--- config.mk ---
export PLATFORM = sky130hd
export DESIGN_NAME = rr_arbiter_bin
export DESIGN_NICKNAME = d
export VERILOG_FILES = /design/src/rtl/arb_pkg.sv /design/src/rtl/rr_arbiter_bin_pick.sv /design/src/rtl/rr_arbiter_bin.sv
export SDC_FILE = /design/constraint.sdc
export NUM_CORES = 1
export LEC_CHECK = 0
export CELL_PAD_IN_SITES_DETAIL_PLACEMENT = 0
export CELL_PAD_IN_SITES_GLOBAL_PLACEMENT = 1
export CORE_UTILIZATION = 37
export CTS_CLUSTER_DIAMETER = 100
export CTS_CLUSTER_SIZE = 25
export DETAILED_ROUTE_END_ITERATION = 10
export PLACE_DENSITY = 0.86
export SKIP_LAST_GASP = 1
export SLEW_MARGIN = 20
export SYNTH_ARGS = -nofsm -noshare
export SYNTH_HDL_FRONTEND = slang
export SYNTH_SLANG_ARGS = --single-unit
--- constraint.sdc ---
create_clock -name clk -period 3 [get_ports clk]
set_clock_uncertainty 0.2 [all_clocks]
set_input_delay 0.45 -clock clk [delete_from_list [all_inputs] [get_ports clk]]
set_output_delay 0.45 -clock clk [all_outputs]
set_load 0.02 [all_outputs]
--- src/rtl/arb_pkg.sv ---
// Shared definitions for the round-robin binary-index arbiter.
package arb_pkg;

    localparam int NUM_REQ_DEF = 16;
    localparam int BIN_W_DEF   = 4;

    typedef enum logic [0:0] {
        IDLE  = 1'b0,
        GRANT = 1'b1
    } arb_state_e;

    typedef logic [BIN_W_DEF-1:0] gnt_idx_t;

endpackage : arb_pkg

--- src/rtl/rr_arbiter_bin_pick.sv ---
// Rotated priority encoder: lowest set request at or above ptr, else the
// lowest set request overall. Purely combinational.
module rr_pick
    import arb_pkg::*;
#(
    parameter int NUM_REQ = NUM_REQ_DEF,
    parameter int BIN_W   = BIN_W_DEF
) (
    input  logic [NUM_REQ-1:0] req,
    input  logic [BIN_W-1:0]   ptr,
    output logic               found,
    output logic [BIN_W-1:0]   idx
);

    logic [NUM_REQ-1:0] w_masked;
    logic               w_hi_found;
    logic [BIN_W-1:0]   w_hi_idx;
    logic               w_lo_found;
    logic [BIN_W-1:0]   w_lo_idx;

    // Keep only requests whose index is at or above the pointer.
    always_comb begin
        w_masked = {NUM_REQ{1'b0}};
        for (int i = 0; i < NUM_REQ; i++) begin
            w_masked[i] = req[i] & (BIN_W'(i) >= ptr);
        end
    end

    // Lowest-index encode of the masked vector (scan downward so the lowest wins).
    always_comb begin
        w_hi_found = 1'b0;
        w_hi_idx   = {BIN_W{1'b0}};
        for (int i = NUM_REQ - 1; i >= 0; i--) begin
            w_hi_found = w_masked[i] ? 1'b1       : w_hi_found;
            w_hi_idx   = w_masked[i] ? BIN_W'(i)  : w_hi_idx;
        end
    end

    // Lowest-index encode of the full vector, used when nothing sits above ptr.
    always_comb begin
        w_lo_found = 1'b0;
        w_lo_idx   = {BIN_W{1'b0}};
        for (int i = NUM_REQ - 1; i >= 0; i--) begin
            w_lo_found = req[i] ? 1'b1      : w_lo_found;
            w_lo_idx   = req[i] ? BIN_W'(i) : w_lo_idx;
        end
    end

    // Prefer the upper (non-wrapped) winner; fall back to the wrapped search.
    always_comb begin
        if (w_hi_found) begin
            found = 1'b1;
            idx   = w_hi_idx;
        end else begin
            found = w_lo_found;
            idx   = w_lo_idx;
        end
    end

endmodule : rr_pick

--- src/rtl/rr_arbiter_bin.sv ---
// Round-robin arbiter emitting a registered binary grant index with a
// valid/ready handshake. The priority pointer moves one past each accepted
// grant so the accepted requester drops to lowest priority.
module rr_arbiter_bin
    import arb_pkg::*;
#(
    parameter int NUM_REQ = NUM_REQ_DEF,
    parameter int BIN_W   = BIN_W_DEF
) (
    input  logic               clk,
    input  logic               reset,
    input  logic [NUM_REQ-1:0] req_i,
    input  logic               gnt_ready_i,
    output logic               gnt_valid_o,
    output logic [BIN_W-1:0]   gnt_bin_o
);

    arb_state_e         r_state;
    logic [BIN_W-1:0]   r_ptr;
    logic [BIN_W-1:0]   r_gnt_bin;
    logic               r_gnt_valid;

    logic [BIN_W-1:0]   w_ptr_inc;
    logic [BIN_W-1:0]   w_pick_ptr;
    logic               w_found;
    logic [BIN_W-1:0]   w_idx;

    // Pointer one past the current grant, wrapping at NUM_REQ-1 so a
    // non-power-of-two requester count never yields an out-of-range pointer.
    always_comb begin
        if (r_gnt_bin == BIN_W'(NUM_REQ - 1)) begin
            w_ptr_inc = {BIN_W{1'b0}};
        end else begin
            w_ptr_inc = r_gnt_bin + BIN_W'(1);
        end
    end

    // In GRANT the only re-arbitration happens on a handshake, and it must
    // already see the advanced pointer; in IDLE the stored pointer is used.
    always_comb begin
        case (r_state)
            IDLE:    w_pick_ptr = r_ptr;
            GRANT:   w_pick_ptr = w_ptr_inc;
            default: w_pick_ptr = r_ptr;
        endcase
    end

    rr_pick #(
        .NUM_REQ (NUM_REQ),
        .BIN_W   (BIN_W)
    ) u_pick (
        .req   (req_i),
        .ptr   (w_pick_ptr),
        .found (w_found),
        .idx   (w_idx)
    );

    // Grant FSM with pointer and registered outputs; reset drops any grant.
    always_ff @(posedge clk) begin
        if (reset) begin
            r_state     <= IDLE;
            r_ptr       <= {BIN_W{1'b0}};
            r_gnt_bin   <= {BIN_W{1'b0}};
            r_gnt_valid <= 1'b0;
        end else begin
            case (r_state)
                IDLE: begin
                    if (w_found) begin
                        r_gnt_bin   <= w_idx;
                        r_gnt_valid <= 1'b1;
                        r_state     <= GRANT;
                    end else begin
                        r_gnt_valid <= 1'b0;
                        r_state     <= IDLE;
                    end
                end
                GRANT: begin
                    if (gnt_ready_i) begin
                        r_ptr <= w_ptr_inc;
                        if (w_found) begin
                            r_gnt_bin   <= w_idx;
                            r_gnt_valid <= 1'b1;
                            r_state     <= GRANT;
                        end else begin
                            r_gnt_valid <= 1'b0;
                            r_state     <= IDLE;
                        end
                    end else begin
                        r_gnt_valid <= 1'b1;
                        r_state     <= GRANT;
                    end
                end
                default: begin
                    r_gnt_valid <= 1'b0;
                    r_state     <= IDLE;
                end
            endcase
        end
    end

    assign gnt_valid_o = r_gnt_valid;
    assign gnt_bin_o   = r_gnt_bin;

endmodule : rr_arbiter_bin

==> run summary <==
Final setup vio count: 0
Crit path DAT: 2800 ps
CP Max Fanout: 19
Die width: 59.7 µm
Global-route wire length before repair: 6.08 mm
Clk network pwr share: 17.6%
Pwr Density: 353 nW/µm²
Top layer in use: met4
Drt wl/cell: 16.2 µm
Peak supply drop: 168 µV
Layout cell share with drive strength beyond 1: 14.1%
Internal power: 0.315 mW
Unique masters post-synth: 66
CP bufs+invs: 1
Initial Util: 39.7%
Logic gate share of total power: 53.9%
Pins Over Slew Limit: 0
Synthesis-to-layout area growth: 26.9%
#FFs+latches synth: 9
Met2 WL: 1.76 mm
Nets: 212
Setup TNS: 0 ps
GRT Resource Usage Total: 22.8%
CP Launch Type: flip-flop
Fin. Hold Viols: 0
Initial antenna violation count: 0
IO Pins: 24
Worst EP required: 2970 ps
DRT Wirelength: 3.80 mm
Register share of total power: 28.4%
Slew at the pin closest to its max-slew limit: 775 ps
F_max: 354 MHz
DRC errors left: 0
Switching power: 0.236 mW
Setup WS pre-CTS: 115 ps
Critical-path cell list: buf_4 > nor2_2 > a2111o_1 > o311a_1 > and4bb_4 > o21ai_2 > a32o_1
Grt total ovfl: 0
CTS buffer count: 3
Pin count of the biggest net entering global routing: 20
RSZ-0062 raised after global routing: false
N_diodes: 0
H-tree Lvls: 1
Critical path's largest stage delay: 750 ps
Final GP Congestion: 0.982
Root Buffer: clkbuf_4
Die Ht: 59.7 µm
Switching Share: 42.8%
Fillers: 338
Met3 WL: 275 µm
Ys flop type: dfxtp_1
Vias in the first global route: 1,292
Clock Latency Late Sink: 280 ps
Crit. End Element: flip-flop
I/O Buffers: 23
MaxCap Viol Count: 0
CTS Buffer Depth: 2
Relative slew slack: 48.2%
CTS tree: done
Post-synth EDFFs: 0
DRT iter0 DRCs: 112
Status: completed
Pre-antenna DRT Iters: 4
Final HPWL DP: 3.03 mm
CTS Sinks: 9
Syn avg cell area: 7.51 µm²
Post-synthesis sequential area ratio: 14.6%
Mapped cell area: 1230 µm²
Wl on met1: 1.66 mm
Final setup margin: 173 ps
Tmin final: 2830 ps
Row Count: 20
Drt via density: 6.15
CP max stage cell: dfxtp_1
Syn_nets: 184
Synthesized instance count: 164
Top delay family on crit path: compound AO/OA/AOI/OAI gates
Crit Path Class: flip-flop to flip-flop
Via count: 1,445
Pleak: 0.555 nW
Clk pin slew, worst setup/hold paths: 70 ps
Die area: 3560 µm²
Ys async rst share: 0%
Final period util: 94.2%
Syn. warnings: 0
Hold WC Path Type: flip-flop to flip-flop
Routed Antenna Nets: 0
Core area: 3100 µm²
-- synthesized netlist by cell type (all sizes together) (3+ instances only) --
| cell type | number | area [µm²] |
|---|---|---|
| a211oi | 9 | 72.6 |
| a21o | 3 | 22.5 |
| a21oi | 15 | 78.8 |
| a2bb2oi | 3 | 26.3 |
| buf | 4 | 28.8 |
| clkbuf | 3 | 11.3 |
| dfxtp | 9 | 180 |
| inv | 5 | 18.8 |
| mux2i | 3 | 33.8 |
| nand2 | 13 | 48.8 |
| nand2b | 6 | 37.5 |
| nor2 | 13 | 51.3 |
| nor2b | 5 | 31.3 |
| nor3 | 5 | 25.0 |
| nor3b | 4 | 30.0 |
| nor4 | 3 | 18.8 |
| o211ai | 7 | 57.6 |
| o21ai | 8 | 43.8 |
-- cell families after synthesis --
family / Yosys count / synth area share [%]
compound gates: 72 / 44.4
fa+ha+maj: 1 / 1.02
xor+xnor: 2 / 2.03
simple gates: 64 / 29.5
buf+inv: 12 / 4.78
flops: 9 / 14.6
mux: 4 / 3.66
-- routing by layer --
metal / vias up / GRT usage (%)
met5: - / 0
met1: 654 / 30.4
met3: 12 / 4.55
met4: 0 / 8.64
met2: 73 / 36.2
li1: 706 / -
-- flip-flops by register name (all words and copies together) (netlist names) --
register     flops
r_ptr            4
gnt_valid_o      1
gnt_bin_o        4
-- power by group through the flow --
stage | combinational [mW] | sequential [mW] | clock (mW)
after CTS | 0.289 | 0.156 | 0.0995
after global placement | 0.284 | 0.157 | 0
final | 0.297 | 0.157 | 0.0972
after floorplan | 0.183 | 0.157 | 0
after detailed placement | 0.287 | 0.159 | 0
after global routing | 0.319 | 0.159 | 0.106
-- worst min-delay path, cell delays in order, from the launching register on --
cell and delay (ps):
dfxtp_1 350, nand2_1 70, a21oi_1 50
-- timing repair --
item	CTS	global route
setup endpoints to repair	0	3
endpoints found under the hold margin	0	0
setup buffers	0	0
resized for setup	0	2
hold buffers	0	0
-- worst paths after layout --
path	end	slack [ps]	start	cells after the start
setup reg to reg	gnt_bin_o[3]	170	gnt_valid_o	7
hold reg to reg	r_ptr[0]	310	r_ptr[0]	2
hold / removal	r_ptr[0]	310	r_ptr[0]	2
setup / recovery	gnt_bin_o[3]	170	gnt_valid_o	7
-- cell usage in the layout, fill, tap and decap left out, drive strengths merged, types with 2 or more instances in the layout --
| master | count |
|---|---|
| a2111oi | 2 |
| a211oi | 9 |
| a21boi | 2 |
| a21o | 3 |
| a21oi | 15 |
| a2bb2oi | 3 |
| a31o | 2 |
| a31oi | 2 |
| and2 | 2 |
| buf | 7 |
| clkbuf | 3 |
| clkdlybuf4s50 | 23 |
| dfxtp | 9 |
| inv | 5 |
| mux2i | 3 |
| nand2 | 13 |
| nand2b | 6 |
| nand3b | 2 |
| nor2 | 13 |
| nor2b | 5 |
| nor3 | 5 |
| nor3b | 4 |
| nor4 | 3 |
| o211ai | 7 |
| o21ai | 8 |
| o21bai | 2 |
| o311ai | 2 |
| o41ai | 2 |
-- final cells by class --
class                           instances  area (µm²)  share of cell area (%)
Clock inverter                          1        5.00                   0.320
Clock buffer                            3        22.5                    1.44
Tap cell                               44        55.1                    3.52
Timing Repair Buffer                   30         283                    18.1
Multi-Input combinational cell        143         998                    63.9
Inverter                                5        18.8                    1.20
Sequential cell                         9         180                    11.5
-- through the flow --
stage	power [mW]	area, µm²	util [%]	instances	hold WS, ps
after global routing	0.583	1560	50.4	235	331
after detailed placement	0.446	1530	49.3	231	304
final	0.551	1560	50.4	235	315
after CTS	0.545	1560	50.2	235	313
after global placement	0.441	1530	49.3	231	299
after floorplan	0.340	1230	-	164	270
(Power assumes the default switching activity.)
